==> config.mk <==
export PLATFORM = sky130hd
export DESIGN_NAME = wave_gen
export DESIGN_NICKNAME = d
export VERILOG_FILES = /design/src/rtl/tt6581_pkg.sv /design/src/rtl/wave_gen_lfsr.sv /design/src/rtl/wave_gen.sv
export SDC_FILE = /design/constraint.sdc
export NUM_CORES = 1
export LEC_CHECK = 0
export ABC_AREA = 1
export BUFFER_PORTS_ARGS = -buffer_cell sky130_fd_sc_hd__buf_2
export CORE_MARGIN = 8
export CORE_UTILIZATION = 60
export DETAILED_ROUTE_END_ITERATION = 7
export PLACE_DENSITY = 0.89
export REMOVE_ABC_BUFFERS = 1
export SYNTH_ARGS = -nofsm -noshare
export SYNTH_HDL_FRONTEND = slang
export SYNTH_SLANG_ARGS = --single-unit
==> constraint.sdc <==
create_clock -name clk_i -period 3.3 [get_ports clk_i]
set_input_delay 0.33 -clock clk_i [delete_from_list [all_inputs] [get_ports clk_i]]
set_output_delay 0.33 -clock clk_i [all_outputs]
set_load 0.005 [all_outputs]
==> src/rtl/tt6581_pkg.sv <==
`default_nettype none
// +----------------------------------------------------------------------------+
// | tt6581_pkg : shared constants and FSM state type for the wave generator     |
// | Rev 1.0                                                                     |
// +----------------------------------------------------------------------------+
package tt6581_pkg;

  localparam int ACC_W  = 24;
  localparam int LFSR_W = 23;

  localparam logic [LFSR_W-1:0] LFSR_SEED = 23'h7FFFFF;

  // Bit positions inside wave_sel_i
  localparam int WAVE_TRI   = 0;
  localparam int WAVE_SAW   = 1;
  localparam int WAVE_PULSE = 2;
  localparam int WAVE_NOISE = 3;

  typedef enum logic [1:0] {
    IDLE = 2'd0,
    CALC = 2'd1,
    DONE = 2'd2
  } state_e;

endpackage
`default_nettype wire

==> src/rtl/wave_gen_lfsr.sv <==
`default_nettype none
// +----------------------------------------------------------------------------+
// | wave_lfsr : per-voice noise shift register with seed load and 8-bit taps    |
// | Rev 1.0                                                                     |
// +----------------------------------------------------------------------------+
module wave_lfsr
  import tt6581_pkg::*;
#(
  parameter int LFSR_W = 23
) (
  input  logic       clk_i,
  input  logic       rst_ni,
  input  logic       i_shift,
  input  logic       i_load,
  output logic [7:0] o_noise
);

  logic [LFSR_W-1:0] r_lfsr;

  always_ff @(posedge clk_i or negedge rst_ni) begin
    if (!rst_ni) begin
      r_lfsr <= LFSR_SEED;
    end else if (i_load) begin
      r_lfsr <= LFSR_SEED;
    end else if (i_shift) begin
      r_lfsr <= {r_lfsr[LFSR_W-2:0], r_lfsr[22] ^ r_lfsr[17]};
    end
  end

  assign o_noise = {r_lfsr[22], r_lfsr[20], r_lfsr[16], r_lfsr[13],
                    r_lfsr[11], r_lfsr[7],  r_lfsr[4],  r_lfsr[2]};

endmodule
`default_nettype wire

==> src/rtl/wave_gen.sv <==
`default_nettype none
// +----------------------------------------------------------------------------+
// | wave_gen : time-multiplexed 3-voice oscillator / raw waveform generator     |
// | Optional macro WAVE_RING_MOD_EN enables triangle ring modulation.           |
// | Rev 1.0                                                                     |
// +----------------------------------------------------------------------------+
module wave_gen
  import tt6581_pkg::*;
#(
  parameter int NUM_VOICES = 3,
  parameter int ACC_W      = 24,
  parameter int LFSR_W     = 23
) (
  input  logic        clk_i,
  input  logic        rst_ni,
  input  logic        start_i,
  input  logic [1:0]  voice_idx_i,
  input  logic [15:0] freq_i,
  input  logic [11:0] pw_i,
  input  logic [3:0]  wave_sel_i,
  input  logic        test_i,
  input  logic        ring_i,
  output logic        ready_o,
  output logic [9:0]  wave_o
);

  state_e r_state, w_next;
  logic   w_ready;
  logic   w_calc;

  logic [ACC_W-1:0] r_acc [NUM_VOICES];
  logic [9:0]       r_wave;

  logic [NUM_VOICES-1:0] w_hit;
  logic [NUM_VOICES-1:0] w_shift;
  logic [NUM_VOICES-1:0] w_load;
  logic [7:0]            w_noise_v [NUM_VOICES];

  logic             w_valid;
  logic [ACC_W-1:0] w_acc_old;
  logic [ACC_W-1:0] w_acc_new;
  logic [7:0]       w_noise;
  logic             w_fold;
  logic [9:0]       w_saw, w_tri, w_pulse, w_noise_wave;
  logic [9:0]       w_mix, w_sample;

  always_ff @(posedge clk_i or negedge rst_ni) begin
    if (!rst_ni) begin
      r_state <= IDLE;
    end else begin
      r_state <= w_next;
    end
  end

  always_comb begin
    w_next  = r_state;
    w_ready = 1'b0;
    case (r_state)
      IDLE: if (start_i) w_next = CALC;
      CALC: w_next = DONE;
      DONE: begin
        w_next  = IDLE;
        w_ready = 1'b1;
      end
      default: w_next = IDLE;
    endcase
  end

  assign w_calc = (r_state == CALC);

  generate
    for (genvar gi = 0; gi < NUM_VOICES; gi++) begin : g_voice
      assign w_hit[gi]   = (voice_idx_i == 2'(gi));
      assign w_load[gi]  = w_calc & w_hit[gi] & test_i;
      // Noise clocks on the rising edge of accumulator bit 19.
      assign w_shift[gi] = w_calc & w_hit[gi] & ~test_i & ~w_acc_old[19] & w_acc_new[19];

      wave_lfsr #(
        .LFSR_W (LFSR_W)
      ) u_lfsr (
        .clk_i   (clk_i),
        .rst_ni  (rst_ni),
        .i_shift (w_shift[gi]),
        .i_load  (w_load[gi]),
        .o_noise (w_noise_v[gi])
      );
    end
  endgenerate

  assign w_valid   = |w_hit;
  assign w_acc_new = w_acc_old + {{(ACC_W-16){1'b0}}, freq_i};

`ifdef WAVE_RING_MOD_EN
  logic w_mod_msb;

  always_comb begin
    w_acc_old = '0;
    w_noise   = '0;
    w_mod_msb = 1'b0;
    for (int i = 0; i < NUM_VOICES; i++) begin
      if (w_hit[i]) begin
        w_acc_old = r_acc[i];
        w_noise   = w_noise_v[i];
        // Each voice is modulated by its predecessor (0<-2, 1<-0, 2<-1).
        w_mod_msb = r_acc[(i + NUM_VOICES - 1) % NUM_VOICES][ACC_W-1];
      end
    end
  end

  assign w_fold = w_acc_old[ACC_W-1] ^ (ring_i & w_mod_msb);
`else
  logic w_unused_ring;

  always_comb begin
    w_acc_old = '0;
    w_noise   = '0;
    for (int i = 0; i < NUM_VOICES; i++) begin
      if (w_hit[i]) begin
        w_acc_old = r_acc[i];
        w_noise   = w_noise_v[i];
      end
    end
  end

  assign w_unused_ring = ring_i;
  assign w_fold        = w_acc_old[ACC_W-1];
`endif

  assign w_saw        = w_acc_old[ACC_W-1 -: 10];
  assign w_tri        = w_fold ? ~w_acc_old[ACC_W-2 -: 10] : w_acc_old[ACC_W-2 -: 10];
  assign w_pulse      = (w_acc_old[ACC_W-1 -: 12] >= pw_i) ? 10'h3FF : 10'h000;
  assign w_noise_wave = {w_noise, 2'b00};

  always_comb begin
    w_mix = 10'h3FF;
    if (wave_sel_i[WAVE_TRI])   w_mix = w_mix & w_tri;
    if (wave_sel_i[WAVE_SAW])   w_mix = w_mix & w_saw;
    if (wave_sel_i[WAVE_PULSE]) w_mix = w_mix & w_pulse;
    if (wave_sel_i[WAVE_NOISE]) w_mix = w_mix & w_noise_wave;
    if (wave_sel_i == 4'h0)     w_mix = 10'h000;

    w_sample = w_mix;
    if (test_i)   w_sample = wave_sel_i[WAVE_PULSE] ? 10'h3FF : 10'h000;
    if (!w_valid) w_sample = 10'h000;
  end

  always_ff @(posedge clk_i or negedge rst_ni) begin
    if (!rst_ni) begin
      for (int i = 0; i < NUM_VOICES; i++) r_acc[i] <= '0;
      r_wave <= '0;
    end else if (w_calc) begin
      r_wave <= w_sample;
      for (int i = 0; i < NUM_VOICES; i++) begin
        if (w_hit[i]) r_acc[i] <= test_i ? '0 : w_acc_new;
      end
    end
  end

  assign ready_o = w_ready;
  assign wave_o  = r_wave;

endmodule
`default_nettype wire

# Yosys cells after proc, flatten, opt, wreduce, memory -nomap -nowiden
# Index checks and enable logic that the tools add are counted.
# Widths: inputs -> output; s select.
# word_totals
reg_bits,153
input_bits,39
output_inout_bits,11
wordCells,75
# classes
add_sub_neg,1
order_cmp,1
eq_ne,5
muxes,26
bitwise,24
n_reduce_logical,10
# op_table
op,n
$mux 23,6
$mux 10,10
$mux 24,4
$and 10x10->10,3
$add 24x16->24,1
$mux 8,3
$and 1x1->1,15
$ge 12x12->1,1
$not 10->10,1
$reduce_and 2->1,3
$reduce_bool 2->1,3
$eq 2x1->1 const B,2
$eq 2x2->1 const B,2
$logic_not 2->1,2
$logic_not 4->1,1
$pmux 2 s2,1
$reduce_or 3->1,1
$xor 1x1->1,3
$mux 2,1
$ne 2x2->1 const B,1
$not 1->1,2
$mux 1,1

# Depth between registers and ports, before layout
# logic_depth
depth_word,16
ltp_mapped,21
mapped_depth_nobuf,19

# Hierarchy
# Synthesis repeated with hierarchy kept, for this count alone.
# unflattened
hier_cells,1174
area_unflattened_um2,8889.8
# by_module_without_submodules
mod,n_inst,cells_per_inst,area_per_inst_um2,seq_area_each_um2
wave_gen,1,838,5736.8,2102.0
wave_lfsr,3,112,1051.0,604.3

# Worst setup path before layout
# Ideal clock, no wire load.
# synth_timing
path_type,input -> register
from,input port voice_idx_i[1]
to,register r_acc[32] (netlist bit)
setup_time_ns,0.083
t_arrival_ns,2.626
t_required_ns,3.217
setup_slack_ns,0.590
stages,13
path_buffers,2
path_cell_list,buf_4 -> inv_2 -> nor2_1 -> clkbuf_1 -> a221oi_1 -> ha_1 -> inv_1 -> fa_1 -> o21bai_1 -> a21oi_1 -> xor2_1 -> or2_2 -> o21ai_0
# synth_between
elab_chain_cells,6
word_cells_on_any_way,9
cone_classes,add/sub: 1; eq/ne: 2; mux: 4; reduce/logical: 2
# synth_lines
element,line_no,source
start: declaration,wave_gen.sv:17,"input logic [1:0] voice_idx_i,"
$logic_not 2->1,wave_gen.sv:73,assign w_hit[gi] = (voice_idx_i == 2'(gi));
$mux 24 (3 in a row),wave_gen.sv:118,if (w_hit[i]) begin
$add 24x16->24,wave_gen.sv:91,"assign w_acc_new = w_acc_old + {{(ACC_W-16){1'b0}}, freq_i};"
$mux 24,wave_gen.sv:154,if (w_hit[i]) r_acc[i] <= test_i ? '0 : w_acc_new;
end signal: indexed assignment,wave_gen.sv:154,
end: declaration,wave_gen.sv:31,logic [ACC_W-1:0] r_acc [NUM_VOICES];
# Several ways; a longest one is shown, not always the timed one.
# A chain may end at the register's enable or synchronous reset.

# Worst setup path after layout
# layout_timing
from,register r_acc[62] (netlist bit)
to,register g_voice[0].u_lfsr.r_lfsr[13]
# layout_between
elab_chain_cells,6
# layout_lines
element,line_no,source
$mux 24 (3 in a row),wave_gen.sv:118,
$add 24x16->24,wave_gen.sv:91,
$and 1x1->1,wave_gen.sv:76,assign w_shift[gi] = w_calc & w_hit[gi] & ~test_i & ~w_acc_old[19] & w_acc_new[19];
$reduce_bool 2->1 (no line),-,
end signal: assignment,wave_gen_lfsr.sv:26,"r_lfsr <= {r_lfsr[LFSR_W-2:0], r_lfsr[22] ^ r_lfsr[17]};"
end: declaration,wave_gen_lfsr.sv:18,logic [LFSR_W-1:0] r_lfsr;
# Every way passes these cells.

==> impl_metrics.env <==
export IMPL_outcome="complete, but fails checks"
export IMPL_failed_checks="DRC"
export IMPL_grt_pass1_vias=7934
export IMPL_drive_gt1_frac=0.162
export IMPL_power_density_nw_per_um2=684
export IMPL_grt_max_degree=118
export IMPL_cts_setup_buffers=0
export IMPL_final_common_cell="nand2_1"
export IMPL_finalSetupViolCount=0
export IMPL_clk_path_buf_depth=2
export IMPL_start_util=0.604
export IMPL_avgRoutedWirePerCell_um=15.0
export IMPL_postPlaceCellArea_um2=9430
export IMPL_peakVddDrop_mv=0.486
export IMPL_r2r_cells=14
export IMPL_rows=45
export IMPL_drt_iter0_markers=964
export IMPL_synthArstFlopShare=1.00
export IMPL_viasPerCell=5.57
export IMPL_cp_start_kind="flop"
export IMPL_core_area_um2=14900
export IMPL_skew_ns=0.00808
export IMPL_die_h_um=139
export IMPL_min_period_over_period=0.924
export IMPL_port_buffers=48
export IMPL_grt_ovfl_total=0
export IMPL_drc=3
export IMPL_dr_pass1_iters=8
export IMPL_syn_avg_cell_area_um2=7.21
export IMPL_area_growth_pct=10.7
export IMPL_r2r_end="g_voice[0].u_lfsr.r_lfsr[13]"
export IMPL_synth_cells=1251
export IMPL_die_width_um=139
export IMPL_antenna_found_initial=1
export IMPL_ctsHtreeMaxLevel=4
export IMPL_rr_startpoint="r_acc[62]"
export IMPL_drt_antenna_violating_nets=0
export IMPL_nFillCells=1161
export IMPL_hp_class="in -> async"
export IMPL_rsz0062_at_grt="false"
export IMPL_grt_pass1_wl_mm=37.8
export IMPL_synth_top_area_share=0.233
export IMPL_fin_total_pwr_w=0.00683
export IMPL_grt_use_total=0.235
export IMPL_worst_slew_pin_transition_ns=1.26
export IMPL_root_buffer="clkbuf_16"
export IMPL_netlist_area_um2=9020
export IMPL_wl_mm=22.3
export IMPL_ctsResizeCount=0
export IMPL_endpoint_kind="flop"
export IMPL_cp_required_ns=3.67
export IMPL_routed_via_count=8310
export IMPL_diodes=0
export IMPL_critical_path_max_fanout=20
export IMPL_clock_sinks=153
export IMPL_synth_edf_count=0
export IMPL_gp_congestion=0.898
export IMPL_postLayoutCellArea_um2=9980
export IMPL_synth_distinct_cells=43
export IMPL_synthFlopType="dfrtp_1"
export IMPL_place_hpwl_mm=14.9
export IMPL_p_leak_nw=5.40
export IMPL_max_freq_mhz=328
export IMPL_final_cell_mix="nand2_1, inv_1, o21ai_0"
export IMPL_cp_cell_sequence="or2_2 > nand2_1 > nor2_1 > ha_1 > nand2_1 > nor2_1 > nand4_1 > nor2_2 > nand2_2 > nand2_4 > nand3_4 > nand2_1 > o21ai_0 > nand2_1"
export IMPL_cts_hold_buffers_added=0
export IMPL_crit_type="reg -> reg"
export IMPL_drv_cap=0
export IMPL_numCtsBuffers=17
export IMPL_rrSetupSlack_ns=0.25
export IMPL_hold_violations=0
export IMPL_min_period_ns=3.05
export IMPL_ioPinCount=50
export IMPL_clk_latency_ns=0.43
export IMPL_yosys_warnings=0
export IMPL_die_area_um2=19200
export IMPL_crit_top_cell="nand2_1"
export IMPL_clk_pin_slew_worst_paths_ns=0.06
export IMPL_synth_seq_area_share=0.434
export IMPL_post_route_util=0.669
export IMPL_cts_tree="built"
export IMPL_final_max_slew_viol_count=0
export IMPL_synth_top_area_cell="dfrtp_1"
export IMPL_cpMaxStageDelayCell="nand2_1"
export IMPL_ys_ff_latch=153
export IMPL_fin_nets=1358
export IMPL_cpPeakStageDelay_ns=0.47
export IMPL_synthTopCellsByArea="dfrtp_1, nand2_1, dfstp_2"
export IMPL_relSlewSlack=0.160
export IMPL_cp_data_arrival_time_ns=3.42
export IMPL_crit_start="r_acc[62]"
[cells in the mapped netlist (4+ instances only)]
library cell and n:
nand3_1 81, nand3b_1 4, nor2_2 4, dfstp_2 69, o21ai_0 107, nor2_1 31
nor3_1 7, inv_1 142, dfrtp_1 84, buf_6 7, o21ai_1 10, buf_2 15
nand4_1 13, ha_1 28, clkbuf_1 26, buf_1 6, nand2_2 5, nand2_1 518
nor2_4 5, o211ai_1 4, a21oi_1 38, o22ai_1 5, or2_2 5
[metal layers]
metal / share of wire / GRT usage / vias to the layer above
met5: 0.00054 / 0 / -
met4: 0.028 / 0.0961 / 2
met3: 0.068 / 0.0568 / 79
met2: 0.48 / 0.391 / 324
met1: 0.42 / 0.288 / 3880
li1: - / - / 4025
[registers in the layout (all words and copies together) (netlist names)]
name,count
g_voice.u_lfsr.r_lfsr,69
r_acc,72
r_state,2
wave_o,10
[worst max path at each step]
stage	endpoint	slack (ns)	cells past startpoint
2_1_floorplan	g_voice[0].u_lfsr.r_lfsr[12]	0.20	9
3_3_place_gp	g_voice[0].u_lfsr.r_lfsr[17]	0.06	17
3_5_place_dp	g_voice[0].u_lfsr.r_lfsr[13]	-0.04	17
4_1_cts	g_voice[0].u_lfsr.r_lfsr[13]	0.30	14
5_1_grt	g_voice[0].u_lfsr.r_lfsr[21]	0.03	14
6_report	g_voice[0].u_lfsr.r_lfsr[13]	0.25	14
[through the flow]
step,setup slack [ns],std cells,TNS (ns),hold WS (ns)
CTS,0.296,1491,0,0.123
floorplan,0.195,1194,0,0.0344
global route,0.0315,1491,0,0.140
detailed placement,-0.0385,1459,-0.113,0.457
finish,0.251,1491,0,0.0712
global placement,0.0568,1459,0,0.435
[final cells by class]
class | instances | area [um2] | area share
multi-input cells | 895 | 4260 | 0.427
flip-flops and latches | 153 | 3920 | 0.392
inverters | 146 | 548 | 0.0549
repair buffers | 77 | 477 | 0.0478
clock buffers | 20 | 457 | 0.0458
well taps | 188 | 235 | 0.0236
clock inverters | 12 | 91.3 | 0.00915
[cell families (layout without fill, tap and decap cells)]
logic type                 after synthesis  count (layout)  synth area share
xor gates and xnor gates                 4               4           0.00389
DFF                                    153             153             0.434
adders and majority gates               29              29            0.0411
AOI/OAI and AO/OA                      182             182             0.110
and+or+nand+nor                        680             680             0.317
buffers and inverters                  203             255            0.0937
[critical path, delay by kind of cell, from the launching register on]
family,cells,cell delay (ns)
simple gates,12,2.03
fa+ha+maj,1,0.38
compound gates,1,0.21
flops,1,0.38
[power by group]
part           switching [W]  internal, W
combinational        0.00122     0.000744
clock               0.000811      0.00101
sequential          0.000357      0.00269
total                0.00239      0.00444
(Power assumes the default switching activity.)
